**src/rtl/lj_pair_scheduler_pkg.sv**
```systemverilog
// Shared types and constants for the Lennard-Jones pair scheduler.
package lj_sched_pkg;

  localparam int          LJ_CORE_LAT = 7;
  localparam int          TAG_ID_W    = 3;
  localparam logic [31:0] ONE         = 32'h0001_0000;

  typedef struct packed {
    logic                valid;
    logic [TAG_ID_W-1:0] id;
    logic                zero;
  } tag_t;

  // Non-positive or below-cutoff 1/r^2 skips the math; signed Q16.16 compare.
  function automatic logic is_bypass(input logic [31:0] r2_inv, input logic [31:0] cut);
    return ($signed(r2_inv) <= 32'sd0) || ($signed(r2_inv) < $signed(cut));
  endfunction

endpackage

```
**src/rtl/lj_pair_scheduler_if.sv**
```systemverilog
// Requester-side bus of the pair scheduler: packed pair requests in, tagged results out.
interface lj_pair_scheduler_if #(
  parameter int NREQ   = 4,
  parameter int TYPE_W = 2
);

  logic [NREQ-1:0]         req_valid;
  logic [NREQ-1:0]         req_ready;
  logic [NREQ*32-1:0]      req_r2_inv;
  logic [NREQ*TYPE_W-1:0]  req_type;
  logic                    rsp_valid;
  logic [$clog2(NREQ)-1:0] rsp_id;
  logic [31:0]             rsp_f_lj;

  modport master (
    output req_valid, req_r2_inv, req_type,
    input  req_ready, rsp_valid, rsp_id, rsp_f_lj
  );

  modport slave (
    input  req_valid, req_r2_inv, req_type,
    output req_ready, rsp_valid, rsp_id, rsp_f_lj
  );

endinterface

```
**src/rtl/lj_pair_scheduler_rr_arbiter.sv**
```systemverilog
// Round-robin arbiter: combinational one-hot grant, pointer moves past the winner.
module rr_arbiter #(
  parameter int NREQ = 4
) (
  input  logic                    clk,
  input  logic                    rst_n,
  input  logic [NREQ-1:0]         i_valid,
  output logic [NREQ-1:0]         o_grant,
  output logic [$clog2(NREQ)-1:0] o_gnt_id,
  output logic                    o_gnt_valid
);

  localparam int             IDW  = $clog2(NREQ);
  localparam logic [IDW-1:0] LAST = IDW'(NREQ - 1);

  logic [IDW-1:0] r_ptr;
  logic [IDW-1:0] w_ptr_nxt;
  logic [IDW:0]   w_sum;
  logic [IDW-1:0] w_idx;

  // Scan requesters upward from the pointer with wrap; first valid wins.
  always_comb begin
    o_grant     = '0;
    o_gnt_id    = '0;
    o_gnt_valid = 1'b0;
    w_sum       = '0;
    w_idx       = '0;
    for (int k = 0; k < NREQ; k++) begin
      w_sum = {1'b0, r_ptr} + (IDW+1)'(k);
      if (w_sum >= (IDW+1)'(NREQ)) begin
        w_sum = w_sum - (IDW+1)'(NREQ);
      end else begin
        w_sum = w_sum;
      end
      w_idx = w_sum[IDW-1:0];
      if (!o_gnt_valid && i_valid[w_idx]) begin
        o_grant[w_idx] = 1'b1;
        o_gnt_id       = w_idx;
        o_gnt_valid    = 1'b1;
      end else begin
        o_gnt_valid = o_gnt_valid;
      end
    end
  end

  // Next pointer: one past the winner, or unchanged when idle.
  always_comb begin
    if (!o_gnt_valid) begin
      w_ptr_nxt = r_ptr;
    end else if (o_gnt_id == LAST) begin
      w_ptr_nxt = '0;
    end else begin
      w_ptr_nxt = o_gnt_id + IDW'(1);
    end
  end

  // Pointer register.
  always_ff @(posedge clk or negedge rst_n) begin
    if (!rst_n) begin
      r_ptr <= '0;
    end else begin
      r_ptr <= w_ptr_nxt;
    end
  end

endmodule

```
**src/rtl/lj_pair_scheduler.sv**
```systemverilog
// Shares one fixed-latency Lennard-Jones core between NREQ requesters; each pair
// carries a tag through the core so its result returns with the requester id.
module lj_pair_scheduler
  import lj_sched_pkg::*;
#(
  parameter int NREQ   = 4,
  parameter int TYPE_W = 2,
  parameter int LAT    = LJ_CORE_LAT
) (
  input  logic                     clk,
  input  logic                     rst_n,
  input  logic                     cfg_we,
  input  logic [TYPE_W-1:0]        cfg_type,
  input  logic [31:0]              cfg_sigma_sq,
  input  logic [31:0]              cfg_eps_x24,
  input  logic                     cfg_cut_we,
  input  logic [31:0]              cfg_r2_inv_cut,
  lj_pair_scheduler_if.slave       req_if,
  output logic [31:0]              core_sigma_sq,
  output logic [31:0]              core_epsilon_x24,
  output logic [31:0]              core_r2_inv,
  input  logic [31:0]              core_f_lj,
  output logic [$clog2(LAT+2)-1:0] inflight,
  output logic [31:0]              pair_count
);

  localparam int IDW   = $clog2(NREQ);
  localparam int CNT_W = $clog2(LAT + 2);
  localparam int DEPTH = 2 ** TYPE_W;

  logic [NREQ-1:0]   w_grant;
  logic [IDW-1:0]    w_gnt_id;
  logic              w_gnt_valid;
  logic [31:0]       w_r2   [NREQ];
  logic [TYPE_W-1:0] w_type [NREQ];
  logic [31:0]       w_sel_r2;
  logic [TYPE_W-1:0] w_sel_type;
  logic              w_zero;
  logic [31:0]       r_sigma [DEPTH];
  logic [31:0]       r_eps   [DEPTH];
  logic [31:0]       r_cut;
  tag_t              r_tags  [LAT+1];
  tag_t              w_push;
  tag_t              w_out;

  rr_arbiter #(.NREQ(NREQ)) u_arb (
    .clk         (clk),
    .rst_n       (rst_n),
    .i_valid     (req_if.req_valid),
    .o_grant     (w_grant),
    .o_gnt_id    (w_gnt_id),
    .o_gnt_valid (w_gnt_valid)
  );

  assign req_if.req_ready = w_grant;

  for (genvar g = 0; g < NREQ; g++) begin : g_unpack
    assign w_r2[g]   = req_if.req_r2_inv[32*g +: 32];
    assign w_type[g] = req_if.req_type[TYPE_W*g +: TYPE_W];
  end

  assign w_sel_r2   = w_r2[w_gnt_id];
  assign w_sel_type = w_type[w_gnt_id];
  assign w_zero     = is_bypass(w_sel_r2, r_cut);
  assign w_out      = r_tags[LAT];

  // Tag entering the pipe this cycle; an idle slot pushes an invalid tag.
  always_comb begin
    w_push = '0;
    if (w_gnt_valid) begin
      w_push.valid = 1'b1;
      w_push.id    = TAG_ID_W'(w_gnt_id);
      w_push.zero  = w_zero;
    end else begin
      w_push.valid = 1'b0;
    end
  end

  // Host-programmed parameter table and cutoff; reads this edge see old values.
  always_ff @(posedge clk or negedge rst_n) begin
    if (!rst_n) begin
      for (int t = 0; t < DEPTH; t++) begin
        r_sigma[t] <= 32'd0;
        r_eps[t]   <= 32'd0;
      end
      r_cut <= 32'd0;
    end else begin
      if (cfg_we) begin
        r_sigma[cfg_type] <= cfg_sigma_sq;
        r_eps[cfg_type]   <= cfg_eps_x24;
      end
      if (cfg_cut_we) begin
        r_cut <= cfg_r2_inv_cut;
      end
    end
  end

  // Core operand registers; bypassed pairs drive zeros to keep the core quiet.
  always_ff @(posedge clk or negedge rst_n) begin
    if (!rst_n) begin
      core_r2_inv      <= 32'd0;
      core_sigma_sq    <= 32'd0;
      core_epsilon_x24 <= 32'd0;
    end else if (w_gnt_valid) begin
      core_r2_inv      <= w_zero ? 32'd0 : w_sel_r2;
      core_sigma_sq    <= w_zero ? 32'd0 : r_sigma[w_sel_type];
      core_epsilon_x24 <= w_zero ? 32'd0 : r_eps[w_sel_type];
    end
  end

  // Tag pipe tracking pairs through the core.
  always_ff @(posedge clk or negedge rst_n) begin
    if (!rst_n) begin
      for (int j = 0; j <= LAT; j++) begin
        r_tags[j] <= '0;
      end
    end else begin
      r_tags[0] <= w_push;
      for (int j = 1; j <= LAT; j++) begin
        r_tags[j] <= r_tags[j-1];
      end
    end
  end

  // Occupancy and accepted-pair counters.
  always_ff @(posedge clk or negedge rst_n) begin
    if (!rst_n) begin
      inflight   <= '0;
      pair_count <= 32'd0;
    end else begin
      case ({w_push.valid, w_out.valid})
        2'b10:   inflight <= inflight + CNT_W'(1);
        2'b01:   inflight <= inflight - CNT_W'(1);
        default: inflight <= inflight;
      endcase
      if (w_gnt_valid) begin
        pair_count <= pair_count + 32'd1;
      end
    end
  end

  // Result routing, aligned with the core output.
  always_comb begin
    req_if.rsp_valid = w_out.valid;
    if (w_out.valid) begin
      req_if.rsp_id   = IDW'(w_out.id);
      req_if.rsp_f_lj = w_out.zero ? 32'd0 : core_f_lj;
    end else begin
      req_if.rsp_id   = '0;
      req_if.rsp_f_lj = 32'd0;
    end
  end

endmodule

```
**src/flat_wrapper.sv**
```systemverilog
// flat-port wrapper written by rule: the top's interface ports become plain ports
module lj_pair_scheduler_flat import lj_sched_pkg::*;
#(
  parameter int NREQ   = 4,
  parameter int TYPE_W = 2,
  parameter int LAT    = LJ_CORE_LAT
)
  (clk, rst_n, cfg_we, cfg_type, cfg_sigma_sq, cfg_eps_x24, cfg_cut_we, cfg_r2_inv_cut, core_sigma_sq, core_epsilon_x24, core_r2_inv, core_f_lj, inflight, pair_count, req_if_req_valid, req_if_req_r2_inv, req_if_req_type, req_if_req_ready, req_if_rsp_valid, req_if_rsp_id, req_if_rsp_f_lj);
  lj_pair_scheduler_if #(.NREQ(NREQ), .TYPE_W(TYPE_W)) req_if_i ();
  input  logic clk;
  input  logic rst_n;
  input  logic cfg_we;
  input  logic [TYPE_W-1:0] cfg_type;
  input  logic [31:0] cfg_sigma_sq;
  input  logic [31:0] cfg_eps_x24;
  input  logic cfg_cut_we;
  input  logic [31:0] cfg_r2_inv_cut;
  output logic [31:0] core_sigma_sq;
  output logic [31:0] core_epsilon_x24;
  output logic [31:0] core_r2_inv;
  input  logic [31:0] core_f_lj;
  output logic [$clog2(LAT+2)-1:0] inflight;
  output logic [31:0] pair_count;
  input wire logic [$bits(req_if_i.req_valid)-1:0] req_if_req_valid;
  input wire logic [$bits(req_if_i.req_r2_inv)-1:0] req_if_req_r2_inv;
  input wire logic [$bits(req_if_i.req_type)-1:0] req_if_req_type;
  output wire logic [$bits(req_if_i.req_ready)-1:0] req_if_req_ready;
  output wire logic [$bits(req_if_i.rsp_valid)-1:0] req_if_rsp_valid;
  output wire logic [$bits(req_if_i.rsp_id)-1:0] req_if_rsp_id;
  output wire logic [$bits(req_if_i.rsp_f_lj)-1:0] req_if_rsp_f_lj;
  assign req_if_i.req_valid = req_if_req_valid;
  assign req_if_i.req_r2_inv = req_if_req_r2_inv;
  assign req_if_i.req_type = req_if_req_type;
  assign req_if_req_ready = req_if_i.req_ready;
  assign req_if_rsp_valid = req_if_i.rsp_valid;
  assign req_if_rsp_id = req_if_i.rsp_id;
  assign req_if_rsp_f_lj = req_if_i.rsp_f_lj;
  lj_pair_scheduler #(.NREQ(NREQ), .TYPE_W(TYPE_W), .LAT(LAT)) u_core (.clk(clk), .rst_n(rst_n), .cfg_we(cfg_we), .cfg_type(cfg_type), .cfg_sigma_sq(cfg_sigma_sq), .cfg_eps_x24(cfg_eps_x24), .cfg_cut_we(cfg_cut_we), .cfg_r2_inv_cut(cfg_r2_inv_cut), .req_if(req_if_i), .core_sigma_sq(core_sigma_sq), .core_epsilon_x24(core_epsilon_x24), .core_r2_inv(core_r2_inv), .core_f_lj(core_f_lj), .inflight(inflight), .pair_count(pair_count));
endmodule
```
**config.mk**
```make
export PLATFORM = sky130hd
export DESIGN_NAME = lj_pair_scheduler_flat
export DESIGN_NICKNAME = d
export VERILOG_FILES = /design/src/rtl/lj_pair_scheduler_pkg.sv /design/src/rtl/lj_pair_scheduler_if.sv /design/src/rtl/lj_pair_scheduler_rr_arbiter.sv /design/src/rtl/lj_pair_scheduler.sv /design/src/flat_wrapper.sv
export SDC_FILE = /design/constraint.sdc
export NUM_CORES = 1
export LEC_CHECK = 0
export CAP_MARGIN = 0
export CORE_AREA = 2 2 228 230
export DETAILED_ROUTE_END_ITERATION = 8
export DIE_AREA = 0 0 230 232
export MAX_ROUTING_LAYER = met4
export PLACE_DENSITY = 0.66
export SLEW_MARGIN = 20
export SYNTH_ARGS = -nofsm -noshare
export SYNTH_HDL_FRONTEND = slang
export SYNTH_HIERARCHICAL = 1
export SYNTH_SLANG_ARGS = --single-unit
```
**constraint.sdc**
```tcl
create_clock -name clk -period 13.15 [get_ports clk]
set_input_delay 2.63 -clock clk [delete_from_list [all_inputs] [get_ports clk]]
set_output_delay 2.63 -clock clk [all_outputs]
set_load 0.005 [all_outputs]
```
### Word level (Yosys, flattened, before mapping)

Cells that the tools add are included.

| word-level totals | value |
|---|---|
| output and inout bits | 171 |
| register bits | 454 |
| input bits | 274 |

| cells by class | value |
|---|---|
| $add $sub $neg | 11 |
| $lt $le $gt $ge | 18 |
| eq/ne operators | 3 |
| reduce and logical (&&, ||, !) cells | 13 |
| muxes and demuxes | 58 |
| bitwise logic cells | 6 |

Operators with widths:

| cell | number |
|---|---|
| 2-to-1 mux 32 bit | 12 |
| bitwise mux 128 bit | 2 |
| binary-select mux 32 bit (select 2 bit) | 3 |
| demux 32 bit (select 2 bit) | 1 |
| adder 32 x 1 -> 32 bit (second input constant) | 1 |
| less-or-equal comparator 32 x 1 -> 1 bit (second input constant) | 1 |
| < comparator 32 bit | 1 |
| 2-to-1 mux 2 bit | 12 |
| >= comparator 3 bit (second input constant) | 6 |
| 2-to-1 mux 4 bit | 4 |
| 2-to-1 mux 1 bit | 13 |
| < comparator 2 x 3 -> 1 bit (second input constant) | 4 |
| bitwise OR 4 bit | 3 |
| NOT 2 -> 3 bit | 3 |
| binary-select mux 1 bit (select 2 bit) | 4 |
| demux 1 bit (select 2 bit) | 4 |
| >= comparator 2 x 1 -> 1 bit (second input constant) | 4 |
| logical AND 1 bit | 8 |
| one-hot mux 4 bit (2 select lines) | 1 |
| subtractor 2 x 1 -> 2 bit (second input constant) | 4 |
| adder 2 x 2 -> 3 bit (second input constant) | 2 |
| adder 4 x 1 -> 4 bit (second input constant) | 1 |
| binary-select mux 2 bit (select 2 bit) | 1 |
| == test 2 bit (second input constant) | 2 |
| other kinds (10) | 12 |

### Longest topological paths before layout

| logic depth | value |
|---|---|
| depth in word-level cells | 23 |
| gate-level depth with buffers | 18 |
| gate-level depth less buffers | 14 |

### Cells and area by module

The synthesis kept the hierarchy.

Modules (own cells, without submodules):

| module | sequential area each (sq um) | area each (sq um) | cells each | times used |
|---|---|---|---|---|
| lj_pair_scheduler | 11310.8 | 20214.4 | 1418 | 1 |
| rr_arbiter | 50.0 | 531.8 | 61 | 1 |

### Worst setup path before layout

No wires, ideal clock.

| timing path | value |
|---|---|
| path type | input-to-reg |
| start | input port req_if_req_valid[1] |
| end | register u_core.core_sigma_sq[10] |
| path slack | 6452 ps |
| library setup time | 78 ps |
| arrival | 6620 ps |
| stages | 16 |
| path buffers | 4 |
| cells stage by stage | buf_6 -> mux4_2 -> nor2b_4 -> nor2_2 -> o21ai_2 -> buf_6 -> buf_2 -> mux4_2 -> ha_1 -> nand2_1 -> or2_2 -> or4_1 -> o22ai_1 -> o2111ai_4 -> buf_6 -> o2bb2ai_1 |

| on the way | value |
|---|---|
| word-level cells in the longest chain between the ends | 21 |
| elaborated cells on any way between the ends | 37 |
| those cells by class | order compare (2); mux (26); bitwise (2); reduce/logical (7) |

RTL lines:

| what | line | source |
|---|---|---|
| start: declaration | flat_wrapper.sv:24 | `input wire logic [$bits(req_if_i.req_valid)-1:0] req_if_req_valid;` |
| binary-select mux 1 bit (select 2 bit) | lj_pair_scheduler_rr_arbiter.sv:36 | `if (!o_gnt_valid && i_valid[w_idx]) begin` |
| 2-to-1 mux 1 bit (not written as such) | lj_pair_scheduler_rr_arbiter.sv:36 |  |
| 2-to-1 mux 1 bit | lj_pair_scheduler_rr_arbiter.sv:36 |  |
| logical NOT 1 bit | lj_pair_scheduler_rr_arbiter.sv:36 |  |
| logical AND 1 bit | lj_pair_scheduler_rr_arbiter.sv:36 |  |
| 2-to-1 mux 1 bit | lj_pair_scheduler_rr_arbiter.sv:36 |  |
| logical NOT 1 bit | lj_pair_scheduler_rr_arbiter.sv:36 |  |
| logical AND 1 bit | lj_pair_scheduler_rr_arbiter.sv:36 |  |
| 2-to-1 mux 1 bit | lj_pair_scheduler_rr_arbiter.sv:36 |  |
| logical NOT 1 bit | lj_pair_scheduler_rr_arbiter.sv:36 |  |
| logical AND 1 bit | lj_pair_scheduler_rr_arbiter.sv:36 |  |
| 2-to-1 mux 2 bit (*) | lj_pair_scheduler_rr_arbiter.sv:36 |  |
| via u_core.w_gnt_id[0] | lj_pair_scheduler.sv:32 | `logic [IDW-1:0] w_gnt_id;` |
| NOT 2 -> 3 bit (not written as such) (*) | lj_pair_scheduler.sv:62, lj_pair_scheduler.sv:63 |  |
| parallel branches: the longest is 7 deep, another holds less-or-equal comparator 32 x 1 -> 1 bit | - |  |
| 2-to-1 mux 32 bit (*) | lj_pair_scheduler.sv:106 | `core_sigma_sq <= w_zero ? 32'd0 : r_sigma[w_sel_type];` |
| end signal: assignment | lj_pair_scheduler.sv:106 |  |
| end: declaration | lj_pair_scheduler.sv:19 | `output logic [31:0] core_sigma_sq,` |

Mark *: on every way through the listed nets, which the timed path passes. The select of a mux whose other input is x is not followed.
A chain may end at the register's enable or synchronous reset.

### Final worst setup path

| timing path | value |
|---|---|
| start | input port req_if_req_valid[1] |
| end | register u_core.core_sigma_sq[30] |

The elaborated chain is that of the path after synthesis.

==> tab_implementation.tex <==
\begin{tabular}{lr}
\hline
Metric & Value \\
\hline
\multicolumn{2}{l}{\textbf{Outcome}} \\
Outcome & finished, final reports clean \\
\multicolumn{2}{l}{\textbf{GRT}} \\
GRT Resource Usage Total & 22.9\% \\
Wire length of the first global-routing pass & 90300 um \\
Overflow left after global routing & 0 \\
Antenna violations before repair & 10 \\
Via count of the first global-routing pass & 15098 \\
Pin count of the biggest net entering global routing & 168 \\
\multicolumn{2}{l}{\textbf{Yosys}} \\
Simple logic cell fraction of the synthesized area & 5.17\% \\
Total of flip-flops plus latches after synthesis & 454 \\
Total nets after synthesis & between 1500 and 2000 \\
Compound-gate portion of the synthesized area & 6.71\% \\
Leading post-synthesis cells by cell area & dfrtp\_1 55\%, mux2\_2 14\%, mux4\_2 9.6\% \\
Main synth FF type & dfrtp\_1 \\
Seq/Total Area, Yosys & 54.8\% \\
Fraction of synthesized cell area in xor and xnor cells & 1.52\% \\
Fraction of the mapped netlist area in adder cells & 2.51\% \\
Multiplexer area fraction after synthesis & 25.4\% \\
Number of warnings printed during yosys synthesis & 6 \\
Number of flops mapped to enable cells by yosys & 0 \\
Fraction of post-synthesis cell area in the top cell type by area & a little over half \\
Post-synthesis cell area & 0.0207 mm\^{}2 \\
Synthesized area divided by synthesized cell count & 14.0 um\^{}2 \\
Main combinational cell family by area after synthesis & multiplexers \\
Synth cell count leaders & 454 x dfrtp\_1, 258 x mux2\_2, 105 x inv\_1 \\
Cell with the most instances after synthesis & dfrtp\_1 \\
Async set-or-reset flop fraction in the synthesized netlist & 100\% \\
Synthesized instance count & between 1000 and 1500 \\
Synth area leader & dfrtp\_1 \\
Count of cell types in the netlist & 59 \\
\multicolumn{2}{l}{\textbf{Placed design}} \\
Post-DP HPWL & $\sim$40000 um \\
Buffers on Ports & 444 \\
Setup slack at placement & 4.80 ns \\
RD Place Congestion & 0.920 \\
Post-place instance area & 0.0258 mm\^{}2 \\
\multicolumn{2}{l}{\textbf{Routing}} \\
Via total after detailed routing & 13860 \\
Remaining antenna violation count & 0 \\
DR iter-0 viols & roughly 660 \\
Wirelength per Cell & 22.2 um \\
DRC violation count after routing & 0 \\
Drt via density & 5.27 \\
Final Routed Wirelength & 58400 um \\
First-pass DRT Iterations & 5 \\
\multicolumn{2}{l}{\textbf{CTS}} \\
Number of buffers added by the clock tree synthesis step & 49 \\
Worst skew pair latency & 0.59 ns \\
Clock Tree Root & clkbuf\_16 \\
Number of H-tree levels & 2 \\
Number of buffers on the longest clock path & 3 \\
CTS tree & done \\
Sinks on Clock Net & 454 \\
Clock-pin slew on the worst setup and hold paths & 0.06 ns \\
Hold\_buf cts & 0 \\
Post-CTS setup repair buffer count & 0 \\
Number of instances resized during post-cts repair & 0 \\
\multicolumn{2}{l}{\textbf{Cells and area}} \\
Fin nets & 2221 \\
Final instance area & 0.0276 mm\^{}2 \\
Area Growth Syn to Fin & 33.0\% \\
Proportion of layout cells with a drive suffix above 1 & 24.0\% \\
\multicolumn{2}{l}{\textbf{Worst setup path}} \\
Worst Path Required & approximately 14 ns \\
Element type at the critical path end & flop \\
Worst-path fanout max & 64 \\
Critical Path Source Type & input pin \\
Data arrival at the endpoint of the critical path & about 8.2 ns \\
CP Class & in -> reg \\
FF-to-FF setup slack & about 6.8 ns \\
\multicolumn{2}{l}{\textbf{Floorplan}} \\
Die extent in x & 230 um \\
Starting utilization of the core area & slightly above 40\% \\
Number of I/O pins & 445 \\
Die Height & roughly 230 um \\
Std-Cell Rows & 83 \\
Overall die area & 0.0534 mm\^{}2 \\
Area of the core & 0.0509 mm\^{}2 \\
\multicolumn{2}{l}{\textbf{Timing}} \\
Setup repair after global routing missed its margin & false \\
Worst slew pin tran & around 1.1 ns \\
Setup slack of the critical path after layout & 5.41 ns \\
Slew Limit Headroom & 24.5\% \\
Setup Skew & 0.0115 ns \\
Number of setup violations in the final report & 0 \\
Tcrit/Tclk final & 58.9\% \\
Hold violation count in the final report & 0 \\
Final total negative setup slack & 0 ns \\
Max-slew violation total from the final report & 0 \\
Max Freq & 129 MHz \\
Shortest clock period the worst path allows after layout & a little under 8 ns \\
Smallest hold slack & about 0.34 ns \\
\multicolumn{2}{l}{\textbf{Pwr}} \\
Cell-internal power & 3.75 mW \\
Comb power frac & 40.3\% \\
Part of the power in registers & approximately 34\% \\
Reported leakage power & 11.7 nW \\
Switching share of power & 32.7\% \\
Sw Pwr & about 1.8 mW \\
Clock power frac & 26.1\% \\
Largest voltage drop on the vdd net & roughly 0.24 mV \\
Total power per unit cell area & approximately 200 mW/mm\^{}2 \\
\multicolumn{2}{l}{\textbf{Hold path}} \\
Worst Hold Class & reg -> reg \\
\multicolumn{2}{l}{\textbf{Job}} \\
Count of maximum capacitance violations & 0 \\
\hline
\end{tabular}
power groups by stage:
stage / combinational, mW / sequential (mW) / clock, mW
final: 2.25 / 1.87 / 1.46
after CTS: 2.28 / 1.87 / 1.49
after global placement: 2.23 / 1.88 / 0
after global routing: 2.46 / 1.91 / 1.56
after floorplan: 1.54 / 1.85 / 0
after detailed placement: 2.28 / 1.89 / 0
layout make-up:
cell class,count,area (um^2)
tap,680,851
antenna,9,22.5
fill,4273,23300
timing repair buffer,462,4620
inverter,107,404
clock inverter,17,254
multi-input combinational,832,8600
clock buffer,71,1480
sequential,454,11400
path summary, 6_finish.rpt:
check                                    start                  endpoint  depth (start not counted)
setup / recovery           req_if_req_valid[1]  u_core/core_sigma_sq[30]                         15
max in group asynchronous                rst_n     u_core/pair_count[22]                          4
hold / removal               u_core/r_tags[36]         u_core/r_tags[31]                          0
min in group asynchronous                rst_n  u_core/core_sigma_sq[14]                          1
hold reg to reg              u_core/r_tags[36]         u_core/r_tags[31]                          0
setup reg to reg                          flop  u_core/core_sigma_sq[30]                         16
cells in the final DEF, fill, tap and decap left out, drive strengths merged, types with 14 or more instances in the layout:
master           n
xor2            14
o2bb2ai         95
mux4           100
ha              40
nor2            25
clkbuf          71
buf             20
inv            108
clkdlybuf4s50  442
mux2           258
a21oi           18
o21ai           39
dfrtp          454
nand2           84
nand3           14
xnor2           22
and2            36
cells by family (layout without fill, tap and decap cells):
family,Yosys count,after routing
XOR/XNOR,36,36
buffers and inverters,193,657
multiplexers,363,363
other,0,9
flip-flops,454,454
AND/OR/NAND/NOR,212,212
AO/OA/AOI/OAI,180,180
adder cells (fa/ha/maj),41,41
critical path, cell delays in order:
cell,delay [ns]
clkdlybuf4s50_1,0.57
mux4_2,0.62
nor2b_4,0.20
nor2_2,0.08
o21ai_4,0.42
buf_4,0.50
mux4_1,0.69
ha_1,0.33
nand4_1,0.08
or2_2,0.30
or4_1,0.52
o22ai_1,0.37
o2111ai_4,0.13
buf_4,0.46
o2bb2ai_1,0.28
routing by layer:
layer  share of wire (%)  track usage, %  vias to the layer above
met3                 5.7            5.05                       83
met4                 3.0            7.86                        0
li1                    -               -                     6223
met1                  41            27.5                     7181
met5                   0               -                        -
met2                  51            38.3                      373
stage by stage:
step | total power, mW | instances | utilization (%)
6_report | 5.58 | 2632 | 54.2
5_1_grt | 5.93 | 2632 | 54.2
4_1_cts | 5.65 | 2622 | 54.1
3_5_place_dp | 4.17 | 2534 | 50.7
3_3_place_gp | 4.11 | 2534 | 50.7
2_1_floorplan | 3.39 | 1479 | -
sequential cells by signal, indices dropped and copies added, names as in the netlist, named ones only:
register / cells
u_core/r_eps: 128
u_core/pair_count: 32
u_core/r_cut: 32
u_core/req_if.rsp_valid: 1
u_core/core_r2_inv: 32
u_core/core_sigma_sq: 32
u_core/r_sigma: 128
u_core/core_epsilon_x24: 32
u_core/r_tags: 31
u_core/inflight: 4
u_core/u_arb/r_ptr: 1
Note: power is estimated with default switching activity, not from simulation.
==> RTL change 1: new RTL, config.mk and constraints unchanged <==
`TYPE_W` is set to 2 in 3 places; all go to 1.
--- a/src/rtl/lj_pair_scheduler_if.sv
+++ b/src/rtl/lj_pair_scheduler_if.sv
@@ -1,7 +1,7 @@
 // Requester-side bus of the pair scheduler: packed pair requests in, tagged results out.
 interface lj_pair_scheduler_if #(
   parameter int NREQ   = 4,
-  parameter int TYPE_W = 2
+  parameter int TYPE_W = 1
 );
 
   logic [NREQ-1:0]         req_valid;
--- a/src/rtl/lj_pair_scheduler.sv
+++ b/src/rtl/lj_pair_scheduler.sv
@@ -4,7 +4,7 @@
   import lj_sched_pkg::*;
 #(
   parameter int NREQ   = 4,
-  parameter int TYPE_W = 2,
+  parameter int TYPE_W = 1,
   parameter int LAT    = LJ_CORE_LAT
 ) (
   input  logic                     clk,
--- a/src/flat_wrapper.sv
+++ b/src/flat_wrapper.sv
@@ -2,7 +2,7 @@
 module lj_pair_scheduler_flat import lj_sched_pkg::*;
 #(
   parameter int NREQ   = 4,
-  parameter int TYPE_W = 2,
+  parameter int TYPE_W = 1,
   parameter int LAT    = LJ_CORE_LAT
 )
   (clk, rst_n, cfg_we, cfg_type, cfg_sigma_sq, cfg_eps_x24, cfg_cut_we, cfg_r2_inv_cut, core_sigma_sq, core_epsilon_x24, core_r2_inv, core_f_lj, inflight, pair_count, req_if_req_valid, req_if_req_r2_inv, req_if_req_type, req_if_req_ready, req_if_rsp_valid, req_if_rsp_id, req_if_rsp_f_lj);
Interface: changed (resized cfg_type and req_if_req_type); port bits go from 445 to 440. No check against the original RTL was run, so the function may have changed too.
==> RTL change 1 against the unedited design <==
Via count shrank 22%. Clock power shrank 28%. Worst setup slack lost 0.10 ns. Sequential cell count shrank 128. Design area shrank 23%. Routed wire length shrank 26%. Global-route usage shrank 6.3 points. Synthesized area shrank 28%. Total power shrank 27%. Critical path type unchanged.
==> RTL change 1: results <==
{
  "dpl_cell_area_um2": 20000,
  "drtIter0Drc": 443,
  "cts-root-buf": "clkbuf_16",
  "cts_resized": 0,
  "cts_made_buffers": 39,
  "cts-htree-levels": 2,
  "synth_fp_nets": 1442,
  "clk_path_buf_depth": 3,
  "firstDrtPassIters": 4,
  "gp_congestion": 0.870,
  "crit_end": "u_core/core_r2_inv[17]",
  "wl_per_cell_um": 19.1,
  "grt_pass1_wl_um": 67500,
  "cp_top_family": "simple AND/OR/NAND/NOR gates",
  "p_leak_nw": 8.88,
  "yosysUniqueCellTypes": 58,
  "track_usage_pct": 16.6,
  "grt_max_degree": 108,
  "syn_inst": 1132,
  "placed_cells": 2199,
  "status": "completed",
  "crit_path_start": "req_if_req_valid[0]",
  "instances_no_fill": 2264,
  "seq_area_frac_synth_pct": 54.7,
  "detailed_place_hpwl_um": 30200,
  "critPathSlowestCell": "nor3_2",
  "cp_max_fo": 35,
  "internal_power_mw": 2.66,
  "worst_hold_path_type": "reg2reg",
  "ir_worst_vdd_v": 0.000169,
  "fill_cells": 4754,
  "drive_gt1_share_pct": 16.7,
  "worst_slew_pin_slew_ns": 1.05,
  "arrival_ns": 8.26,
  "vias_per_cell": 4.80,
  "fin_skew_ns": 0.0240,
  "synthTopCellsByCount": "dfrtp_1 (326), mux2_2 (129), nand2_1 (85), o2bb2ai_1 (85), mux2i_1 (68)",
  "rrSetupSlack_ns": 6.83,
  "nets": 1870,
  "reg_top3": "u_core/r_eps (64), u_core/r_sigma (64)",
  "grt_pass1_vias": 11600,
  "hold_buffers": 0,
  "slowest_delay_ns": 0.77,
  "synth-async-reset-ratio_pct": 100,
  "grt_antenna_before_repair": 2,
  "port_buffers": 439,
  "insertion_delay_ns": 0.55,
  "yosys-top-cells-area": "dfrtp_1 (55%), mux2_2 (9.7%), mux4_2 (5.3%)"
}
[RTL change 1: cell count changes in the layout (fill, tap and decap cells not counted), sizes merged, moves of 7 or more]
cell,before,now
clkbuf,71,52
dfrtp,454,326
diode,9,2
inv,108,42
mux2,258,129
mux2i,5,69
mux4,100,35
[RTL change 1: metal layers]
| layer | vias to the layer above | track usage, % | share of wire (%) |
|---|---|---|---|
| met4 | 0 | 5.50 | 2.3 |
| met3 | 58 | 3.41 | 5.9 |
| met2 | 329 | 26.2 | 48 |
| met5 | - | - | 0 |
| li1 | 4947 | - | - |
| met1 | 5537 | 21.3 | 44 |
[RTL change 1: logic make-up after synthesis]
group | Yosys count | share of synthesized area (%)
flip-flops | 326 | 54.7
multiplexers | 233 | 19.7
AND/OR/NAND/NOR | 211 | 7.15
AO/OA/AOI/OAI | 179 | 9.63
buffers and inverters | 106 | 3.16
adder cells (fa/ha/maj) | 41 | 3.49
XOR/XNOR | 36 | 2.11
[RTL change 1: worst min-delay path by stage]
| stage | from | endpoint | slack (ns) | cells past startpoint |
|---|---|---|---|---|
| floorplan | u_core/r_tags[5] | u_core/r_tags[0] | 0.33 | 0 |
| global placement | u_core/r_tags[29] | u_core/r_tags[24] | 0.33 | 0 |
| detailed placement | u_core/r_tags[21] | u_core/r_tags[16] | 0.33 | 0 |
| CTS | u_core/r_tags[31] | u_core/r_tags[26] | 0.34 | 0 |
| global route | u_core/r_tags[31] | u_core/r_tags[26] | 0.35 | 0 |
| finish | u_core/r_tags[31] | u_core/r_tags[26] | 0.33 | 0 |
[RTL change 1: area by class of cell]
type	instances	area (um^2)	area share, %
multi-input cells	700	6310	29.7
repair buffers	452	4500	21.2
clock buffers	52	1150	5.40
clock inverters	11	106	0.501
flip-flops and latches	326	8160	38.4
inverters	41	155	0.731
diodes	2	5.00	0.0236
well taps	680	851	4.01
[RTL change 1: power by group through the flow]
stage | registers [mW] | logic, mW | clock network (mW)
finish | 1.31 | 1.71 | 1.05
global route | 1.34 | 1.87 | 1.12
CTS | 1.31 | 1.73 | 1.08
detailed placement | 1.33 | 1.72 | 0
global placement | 1.32 | 1.68 | 0
floorplan | 1.30 | 1.11 | 0
[RTL change 1: through the flow]
stage          hold slack [ns]  setup WS, ns  total power [mW]
3_5_place_dp             0.335          4.73              3.05
6_report                 0.334          5.31              4.07
5_1_grt                  0.348          4.87              4.33
3_3_place_gp             0.331          4.86              3.00
2_1_floorplan            0.331          6.40              2.41
4_1_cts                  0.336          5.29              4.12
==> RTL change 2: new RTL, config.mk and constraints unchanged <==
Without the edit above. Reset style: synchronous (`rst_n`), changed in 5 clocked blocks.
--- a/src/rtl/lj_pair_scheduler_rr_arbiter.sv
+++ b/src/rtl/lj_pair_scheduler_rr_arbiter.sv
@@ -55,7 +55,7 @@
   end
 
   // Pointer register.
-  always_ff @(posedge clk or negedge rst_n) begin
+  always_ff @(posedge clk) begin
     if (!rst_n) begin
       r_ptr <= '0;
     end else begin
--- a/src/rtl/lj_pair_scheduler.sv
+++ b/src/rtl/lj_pair_scheduler.sv
@@ -77,7 +77,7 @@
   end
 
   // Host-programmed parameter table and cutoff; reads this edge see old values.
-  always_ff @(posedge clk or negedge rst_n) begin
+  always_ff @(posedge clk) begin
     if (!rst_n) begin
       for (int t = 0; t < DEPTH; t++) begin
         r_sigma[t] <= 32'd0;
@@ -96,7 +96,7 @@
   end
 
   // Core operand registers; bypassed pairs drive zeros to keep the core quiet.
-  always_ff @(posedge clk or negedge rst_n) begin
+  always_ff @(posedge clk) begin
     if (!rst_n) begin
       core_r2_inv      <= 32'd0;
       core_sigma_sq    <= 32'd0;
@@ -109,7 +109,7 @@
   end
 
   // Tag pipe tracking pairs through the core.
-  always_ff @(posedge clk or negedge rst_n) begin
+  always_ff @(posedge clk) begin
     if (!rst_n) begin
       for (int j = 0; j <= LAT; j++) begin
         r_tags[j] <= '0;
@@ -123,7 +123,7 @@
   end
 
   // Occupancy and accepted-pair counters.
-  always_ff @(posedge clk or negedge rst_n) begin
+  always_ff @(posedge clk) begin
     if (!rst_n) begin
       inflight   <= '0;
       pair_count <= 32'd0;
Formal check against the unedited RTL: not equivalent (Yosys sat finds a counterexample within 4 cycles, from zero or initial values and one cycle with rst_n low; the reset may be asserted at any time).
==> RTL change 2 against the unedited design <==
Utilization down 0.68 points. Synthesized area down 1.2%. Total power down 12%. Synthesized cell count up 9.7%. Sequential share of layout area up 1.6 points. Largest power group is now registers. Routed wire length up 2.1%. Cell count up 4.4%. Design area down 1.3%. Worst setup slack worse by 0.016 ns. Sequential cell count unchanged. First-iteration DRC count up 50%.
==> RTL change 2: results <==
{
  "sh_seq_area_pct": 42.8,
  "holdPathEnd": "u_core/r_tags[5][4]",
  "synth_mux_area_share_pct": 13.0,
  "gp_congestion": 0.866,
  "synth_flop_cell": "edfxtp_1",
  "cts_made_buffers": 50,
  "crit_path_start": "req_if_req_valid[2]",
  "wl_per_cell_um": 21.7,
  "synth-adder-area-share_pct": 2.60,
  "ir_worst_vdd_v": 0.000129,
  "placed_cells": 2645,
  "fill_cells": 4364,
  "instances_no_fill": 2748,
  "fin_skew_ns": 0.0159,
  "grt_max_degree": 85,
  "status": "completed",
  "nClkBuffers": 67,
  "dpl_cell_area_um2": 25500,
  "synth_top_family_by_area": "simple AND/OR/NAND/NOR gates",
  "drtIter0Drc": 989,
  "yosysUniqueCellTypes": 58,
  "bufAreaShareNonClock_pct": 16.8,
  "multi_input_area_share_pct": 30.2,
  "synth_edf_count": 256,
  "wl_met3_um": 3890,
  "worst_slew_pin_slew_ns": 1.10,
  "grt_use_met2_pct": 38.5,
  "met1_length_um": 24500,
  "arrival_ns": 8.18
}
-- RTL change 2: cell types whose count changed in the layout (fill, tap and decap cells not counted), sizes merged, moves of 37 or more --
cell,change
and2,+246
and3,+69
dfrtp,-454
dfxtp,+198
edfxtp,+256
inv,-66
mux2,-258
nand3,+73
o21ai,+37
o2bb2ai,-95
-- RTL change 2: critical path, stage by stage --
cell	delay (ns)
clkdlybuf4s50_1	0.57
mux4_2	0.62
nor2b_4	0.21
o21ai_2	0.10
nand2_2	0.09
buf_4	0.56
mux4_2	0.63
ha_1	0.32
a211oi_1	0.25
nor2_1	0.08
a2111oi_0	0.59
a2bb2oi_1	0.31
and3_2	0.23
buf_4	0.66
o21ai_0	0.23
-- RTL change 2: power breakdown --
part / leakage (nW) / switching (mW) / total [mW] / internal, mW
logic: 4.95 / 0.823 / 1.65 / 0.828
clock network: 0.862 / 0.578 / 1.48 / 0.900
registers: 4.11 / 0.105 / 1.80 / 1.69
